===== src/rtl/cia_eclk_sequencer.sv =====
// E-clock divider and CIA bus-cycle sequencer (U409): REQ/ACK cycles aligned to E periods.
// Define CIA_TURBO_EN to add the TURBO port and a shorter E period selected at each wrap.
module cia_eclk_sequencer #(
    parameter int DIV_N     = 10,
    parameter int HIGH_N    = 4,
    parameter int CS_CNT    = 3,
    parameter int NCH       = 2,
    parameter int TURBO_DIV = 4,
    parameter int TURBO_HI  = 2
) (
    input  logic           CLK7,
    input  logic           RESETn,
    input  logic [NCH-1:0] CIA_SPACE,
    input  logic           CYCLE_REQ,
`ifdef CIA_TURBO_EN
    input  logic           TURBO,
`endif
    output logic           CLKCIA,
    output logic [NCH-1:0] CIA_ENABLE,
    output logic           CIA_ACK,
    output logic           E_WRAP
);

    localparam int CW = $clog2(DIV_N);
    localparam int T_CS_MAX = TURBO_DIV - TURBO_HI - 1;

    localparam logic [CW-1:0] N_LAST = CW'(DIV_N - 1);
    localparam logic [CW-1:0] T_LAST = CW'(TURBO_DIV - 1);
    localparam logic [CW-1:0] N_ETHR = CW'(DIV_N - HIGH_N);
    localparam logic [CW-1:0] T_ETHR = CW'(TURBO_DIV - TURBO_HI);
    localparam logic [CW-1:0] N_CS   = CW'(CS_CNT);
    localparam logic [CW-1:0] T_CS   = CW'((CS_CNT < T_CS_MAX) ? CS_CNT : T_CS_MAX);

    if (DIV_N < 4) begin : g_bad_div
        $error("DIV_N must be at least 4");
    end
    if (HIGH_N < 1 || HIGH_N >= DIV_N - 1) begin : g_bad_high
        $error("HIGH_N must be in 1..DIV_N-2");
    end
    if (CS_CNT < 0 || CS_CNT >= DIV_N - HIGH_N) begin : g_bad_cs
        $error("CS_CNT must be below DIV_N-HIGH_N");
    end
`ifdef CIA_TURBO_EN
    if (TURBO_HI < 1 || TURBO_HI >= TURBO_DIV - 1) begin : g_bad_thi
        $error("TURBO_HI must be in 1..TURBO_DIV-2");
    end
    if (TURBO_DIV > DIV_N) begin : g_bad_tdiv
        $error("TURBO_DIV must not exceed DIV_N");
    end
`endif

    typedef enum logic [1:0] {IDLE, ARMED, ACTIVE, DONE} state_t;

    state_t          state_reg, state_next;
    logic [CW-1:0]   cnt_reg, cnt_next;
    logic [CW-1:0]   last_cnt, e_thr, cs_cnt;
    logic            at_last, at_cs;
    logic            turbo_reg;
    logic            e_clk_reg, e_wrap_reg, ack_reg;
    logic            ack_next, en_window, start;
    logic [NCH-1:0]  mask_reg, mask_next;
    logic [NCH-1:0]  enable_reg, enable_next;

    // Period selection follows the turbo flag captured at the previous wrap.
    always_comb begin
        last_cnt = turbo_reg ? T_LAST : N_LAST;
        e_thr    = turbo_reg ? T_ETHR : N_ETHR;
        cs_cnt   = turbo_reg ? T_CS   : N_CS;
    end

    assign at_last  = (cnt_reg == last_cnt);
    assign at_cs    = (cnt_reg == cs_cnt);
    assign cnt_next = at_last ? '0 : cnt_reg + CW'(1);

`ifdef CIA_TURBO_EN
    always_ff @(posedge CLK7 or negedge RESETn) begin
        if (!RESETn) begin
            turbo_reg <= 1'b0;
        end else if (at_last) begin
            turbo_reg <= TURBO;
        end
    end
`else
    assign turbo_reg = 1'b0;
`endif

    always_ff @(posedge CLK7 or negedge RESETn) begin
        if (!RESETn) begin
            cnt_reg    <= '0;
            e_clk_reg  <= 1'b0;
            e_wrap_reg <= 1'b0;
        end else begin
            cnt_reg    <= cnt_next;
            e_clk_reg  <= (cnt_next >= e_thr);
            e_wrap_reg <= (cnt_next == '0);
        end
    end

    always_ff @(posedge CLK7 or negedge RESETn) begin
        if (!RESETn) begin
            state_reg <= IDLE;
        end else begin
            state_reg <= state_next;
        end
    end

    // A dropped request always wins, so an abandoned cycle never ACKs.
    always_comb begin
        state_next = state_reg;
        case (state_reg)
            IDLE:    if (CYCLE_REQ) state_next = at_cs ? ACTIVE : ARMED;
            ARMED:   if (!CYCLE_REQ) state_next = IDLE;
                     else if (at_cs) state_next = ACTIVE;
            ACTIVE:  if (!CYCLE_REQ) state_next = IDLE;
                     else if (at_last) state_next = DONE;
            DONE:    if (!CYCLE_REQ) state_next = IDLE;
            default: state_next = IDLE;
        endcase
    end

    always_comb begin
        start     = (state_reg == IDLE || state_reg == ARMED) && (state_next == ACTIVE);
        mask_next = start ? CIA_SPACE : mask_reg;
        ack_next  = (state_reg == ACTIVE) && (state_next == DONE);
        en_window = (state_next == ACTIVE) || ack_next;
    end

    for (genvar gi = 0; gi < NCH; gi++) begin : g_enable
        assign enable_next[gi] = en_window & mask_next[gi];
    end

    always_ff @(posedge CLK7 or negedge RESETn) begin
        if (!RESETn) begin
            mask_reg   <= '0;
            enable_reg <= '0;
            ack_reg    <= 1'b0;
        end else begin
            mask_reg   <= mask_next;
            enable_reg <= enable_next;
            ack_reg    <= ack_next;
        end
    end

    assign CLKCIA     = e_clk_reg;
    assign E_WRAP     = e_wrap_reg;
    assign CIA_ENABLE = enable_reg;
    assign CIA_ACK    = ack_reg;

endmodule


===== config.mk =====
export PLATFORM = sky130hd
export DESIGN_NAME = cia_eclk_sequencer
export DESIGN_NICKNAME = d
export VERILOG_FILES = /design/src/rtl/cia_eclk_sequencer.sv
export SDC_FILE = /design/constraint.sdc
export NUM_CORES = 1
export LEC_CHECK = 0
export BUFFER_PORTS_ARGS = -buffer_cell sky130_fd_sc_hd__buf_2
export CAP_MARGIN = 20
export CORE_ASPECT_RATIO = 0.8
export CORE_MARGIN = 2
export CORE_UTILIZATION = 35
export CTS_BUF_LIST = sky130_fd_sc_hd__clkbuf_4 sky130_fd_sc_hd__clkbuf_8
export CTS_CLUSTER_DIAMETER = 150
export CTS_CLUSTER_SIZE = 12
export DETAILED_ROUTE_END_ITERATION = 8
export GPL_ROUTABILITY_DRIVEN = 0
export SYNTH_ARGS = -nofsm -noshare
export SYNTH_HDL_FRONTEND = slang
export SYNTH_SLANG_ARGS = --single-unit

===== constraint.sdc =====
create_clock -name CLK7 -period 2.3 [get_ports CLK7]
set_input_delay 0.46 -clock CLK7 [delete_from_list [all_inputs] [get_ports CLK7]]
set_output_delay 0.46 -clock CLK7 [all_outputs]
set_load 0.1 [all_outputs]

==> reports/qor.yml, run 1 <==
ir_drop_v: 0.000258
drc: 0
drv_slew: 0
instances_no_fill: 83
largest_reg_flops: 4
clock_sinks: 13
p_leak_nw: 0.336
cp_max_fo: 1
slew_headroom_pct: 68.0
crit_slowest_cell: "buf_2"
holdBufCountCts: 0
fin_area_um2: 679
synthFlopType: "dfrtp_1"
most-common-layout-cells: "dfrtp_1, buf_2, nand2_1, clkbuf_4"
place_area_um2: 649
path_class: "reg2out"
utilization_pct: 42.2
drtPass1Iterations: 2
synthSimpleGateAreaFrac_pct: 22.3
die_y_um: 41.0
pre_cts_slack_ns: 0.927
async_flop_share_pct: 100
cts.root.buffer_cell: "clkbuf_4"
cap_violations: 0
htreeDepth: 1
ioPinCount: 10
antenna_found_initial: 0
synth_area_um2: 599
worstSetupStartpointType: "flip-flop"
fin_crit_sh_pct: 63.8
synth_nets: 55
yosysUniqueCellTypes: 23
drt-total-wl_um: 946
clk_latency_ns: 0.27
tritoncts: "done"
die_area_um2: 2060
grt_pass1_vias: 347
syn_inst: 50
path_cells: "buf_2"
start_util_pct: 37.2
muxShareOfSynthArea_pct: 6.68
antenna_cells: 0
cp.required_ns: 1.84
clk_pin_slew_worst_paths_ns: 0.08
fin_nets: 67
endpoint_kind: "output port"
setup_viol: 0
fin_hold_ws_ns: 0.0566
fill_cells: 160
min_period_ns: 1.47
postCtsSetupBuffers: 0
area_delta_synth_final_pct: 13.4
grtUsageTotal_pct: 11.4
num_vias: 383
drive_gt1_share_pct: 31.1
io_buffers: 9
rsz0062_at_grt: "no"
yosysTopAreaCellShare_pct: 54.3
antenna_left: 0
synthXorXnorAreaFrac_pct: 2.92
fp.coreArea_um2: 1610
hold_viol_final: 0
yosys-top-cells-area: "dfrtp_1, mux2_4, buf_6"
fin_skew_ns: 0.00398
detailed_place_hpwl_um: 656
overflow: 0
path_buf_inv: 1
ys_ff_latch: 13
cts-resized-gates: 0
synth_compound_area_share_pct: 8.77
critical_path.top_delay_family: "buffers and inverters"
total_power_mw: 0.406
hold_class: "in2async"
synth_edf_count: 0
max-clock-path-buffers: 2
fmax_ghz: 0.682
grt_pass1_wl_um: 1550
layout_commonest_cell: "dfrtp_1"
synth_seq_area_share_pct: 54.3
synth_top_area_cell: "dfrtp_1"
die_w_um: 50.3
tightest_slew_ns: 0.483
dp_cells: 79
slowest_delay_ns: 0.41
synth_top_family_by_area: "simple AND/OR/NAND/NOR gates"
setup_tns_ns: 0
wl_per_cell_um: 11.4
grt_start_max_net_pins: 14
setup_ws_ns: 0.833
numCtsBuffers: 3
rows: 13
power_density_nw_per_um2: 598
avgSynthCellArea_um2: 12.0
arrival_ns: 1.01
synthAdderAreaFrac_pct: 0
avgViaCountPerCell: 4.61
drt-initial-drc-count: 7
ys_warn_count: 0
outcome: "completed"
-- logic make-up (layout without fill, tap and decap cells) --
logic type | count (synthesis) | count (layout)
simple gates | 20 | 20
flops | 13 | 13
compound gates | 8 | 8
buf+inv | 4 | 15
mux | 3 | 3
xor+xnor | 2 | 2
-- cell usage after synthesis, types with 2 or more instances --
cell       n
inv_1      2
mux2_4     2
dfrtp_1   13
a21boi_0   2
nand2b_1   2
xnor2_1    2
nand3b_1   2
nand2_1    5
buf_6      2
o21ai_0    3
nor3_1     3
-- final timing paths --
check	from	end	slack [ns]	cells after the start
setup / recovery	CIA_ENABLE[1]	CIA_ENABLE[1]	0.83	1
hold / removal	RESETn	state_reg[1]	0.06	1
setup reg to reg	cnt_reg[3]	mask_reg[0]	0.91	3
hold reg to reg	mask_reg[0]	mask_reg[0]	0.53	1
max in group asynchronous	RESETn	CLKCIA	2.02	1
min in group CLK7	CIA_SPACE[0]	mask_reg[0]	0.44	2
-- layer usage --
layer  part of all wire [%]  wire length, um  up-vias  GRT usage, %
met5                      0                0        -             0
met4                    2.0               19        0          12.5
met3                    3.4               32        2          3.28
met2                     45              423        6          16.1
met1                     50              471      182          13.7
li1                       -                -      193             -
-- power by group --
part | total, mW | switching (mW) | internal, mW
Combinational | 0.0179 | 0.00955 | 0.00835
Clock | 0.153 | 0.0738 | 0.0789
Sequential | 0.236 | 0.00269 | 0.233
Total | 0.406 | 0.0860 | 0.320
-- layout make-up --
cell class	count	area, um^2	area share, %
inverter	2	7.51	1.10
timing repair buffer	9	45.0	6.63
multi-input combinational	33	244	35.9
clock buffer	4	30.0	4.42
sequential	13	325	47.9
tap	22	27.5	4.05
Note: power is estimated with default switching activity, not from simulation.
==> run 2: changes to the inputs <==
==> constraint.sdc (replaced) <==
create_clock -name CLK7 -period 1.3 [get_ports CLK7]
set_input_delay 0.26 -clock CLK7 [delete_from_list [all_inputs] [get_ports CLK7]]
set_output_delay 0.26 -clock CLK7 [all_outputs]
set_load 0.1 [all_outputs]
==> reports/qor.yml, run 2 (same netlist as run 1, synthesis figures left out) <==
drt-initial-drc-count: 4  # -3
grt_pass1_vias: 390  # +12%
path_buf_inv: 0  # -1
ioPinCount: 10  # unchanged
intPower_mw: 0.569  # +78%
largest_reg_flops: 4  # unchanged
fp.coreArea_um2: 1610  # unchanged
power_density_nw_per_um2: 904  # +51%
max-clock-path-buffers: 2  # unchanged
wl_per_cell_um: 11.0  # -3.5%
grt_start_max_net_pins: 14  # unchanged
fmax_ghz: 0.820
power.share.switching_pct: 20.2  # -0.96 points
min_period_ns: 1.22
rsz0062_at_grt: "no"
worstSetupStartpointType: "flip-flop"
io_buffers: 9  # unchanged
hold_class: "in2reg"
antenna_cells: 0  # unchanged
cts.root.buffer_cell: "clkbuf_4"
antenna_found_initial: 0  # unchanged
grtUsageTotal_pct: 12.3  # +0.92 points
tightest_slew_ns: 0.294  # -0.190 ns
endpoint_kind: "flip-flop"
most-common-layout-cells: "dfrtp_1, nand2_1, clkbuf_4, buf_4"
htreeDepth: 1  # unchanged
drc: 0  # unchanged
area_delta_synth_final_pct: 31.7
seq_power_share_pct: 58.4  # +0.4 points
grt_pass1_wl_um: 1680  # +8.9%
utilization_pct: 49.0  # +6.8 points
numCtsBuffers: 3  # unchanged
arrival_ns: 1.38  # +0.37 ns
hold_viol_final: 0  # unchanged
fin_hold_ws_ns: 0.235  # +0.178 ns
clkPwrFrac_pct: 36.8  # -0.8 points
num_vias: 393  # +2.6%
clk_pin_slew_worst_paths_ns: 0.08  # about the same
detailed_place_hpwl_um: 728  # +11%
path_cells: "and4bb_4, nand3b_4, mux2_4"
ir_drop_v: 0.000335  # +30%
outcome: "completed"
slowest_delay_ns: 0.37  # -0.04 ns
critical_path.top_delay_family: "simple AND/OR/NAND/NOR gates"
die_y_um: 41.0  # unchanged
fin_nets: 73  # +9.0%
die_w_um: 50.3  # unchanged
drv_slew: 0  # unchanged
comb_power_share_pct: 4.8  # +0.4 points
cp.required_ns: 1.46  # -0.38 ns
drtPass1Iterations: 2  # unchanged
clock_sinks: 13  # unchanged
postCtsSetupBuffers: 0  # unchanged
start_util_pct: 37.2  # unchanged
cp_max_fo: 2  # +1
cap_violations: 0  # unchanged
die_area_um2: 2060  # unchanged
avgViaCountPerCell: 4.42  # -4.3%
fin_crit_sh_pct: 93.9
path_class: "reg2reg"
crit_slowest_cell: "dfrtp_1"
setup_tns_ns: 0  # unchanged
rows: 13  # unchanged
tritoncts: "done"
antenna_left: 0  # unchanged
p_sw_mw: 0.144  # +68%
layout_commonest_cell: "dfrtp_1"
setup_viol: 0  # unchanged
drive_gt1_share_pct: 35.8  # +4.7 points
p_leak_nw: 0.380  # +13%
slew_headroom_pct: 80.4  # +12 points
overflow: 0  # unchanged
clk_latency_ns: 0.27  # about the same
drt-total-wl_um: 979  # +3.5%
fin_skew_ns: 0.00223  # -0.00175 ns
## run 2: stage by stage
step	std cells	instance area (um^2)	setup WS, ns	total power, mW
floorplan	50	599	-0.0385	0.437
global placement	84	747	0.102	0.457
detailed placement	84	747	0.0921	0.457
CTS	89	787	0.0205	0.728
global route	89	790	0.00508	0.739
finish	89	790	0.0798	0.714
## run 2: power by group through the flow
stage / Combinational, mW / Sequential, mW / Clock (mW)
3_5_place_dp: 0.0324 / 0.425 / 0
6_report: 0.0341 / 0.417 / 0.263
2_1_floorplan: 0.0118 / 0.425 / 0
5_1_grt: 0.0378 / 0.418 / 0.284
3_3_place_gp: 0.0320 / 0.425 / 0
4_1_cts: 0.0348 / 0.417 / 0.276
## run 2: worst paths after layout
path | start | end | cells after the start | slack [ns]
max in group asynchronous | RESETn | cnt_reg[0] | 2 | 0.66
worst max-delay path | cnt_reg[3] | mask_reg[1] | 3 | 0.08
worst min register to register | mask_reg[0] | mask_reg[0] | 1 | 0.52
worst max register to register | cnt_reg[3] | mask_reg[1] | 3 | 0.08
worst min-delay path | CIA_SPACE[0] | mask_reg[0] | 2 | 0.23
min in group asynchronous | RESETn | cnt_reg[3] | 2 | 0.41
## run 2: final cells by class
type	count	area, um^2
tap	22	27.5
fill	145	821
clock buffer	4	30.0
timing repair buffer	15	155
multi-input combinational	33	244
sequential	13	325
inverter	2	7.51
## run 2: per-layer routing
layer  GRT usage (%)  share of wire (%)
met4            10.4                1.6
met3            2.55                3.4
met1            15.7                 50
met5               0                  0
met2            18.4                 45
## run 2: what timing repair did
item | CTS | global route
gates resized for setup | 0 | 1
hold buffers | 1 | 0
hold endpoints to repair | 13 | 0
endpoints found under the setup margin | 0 | 1
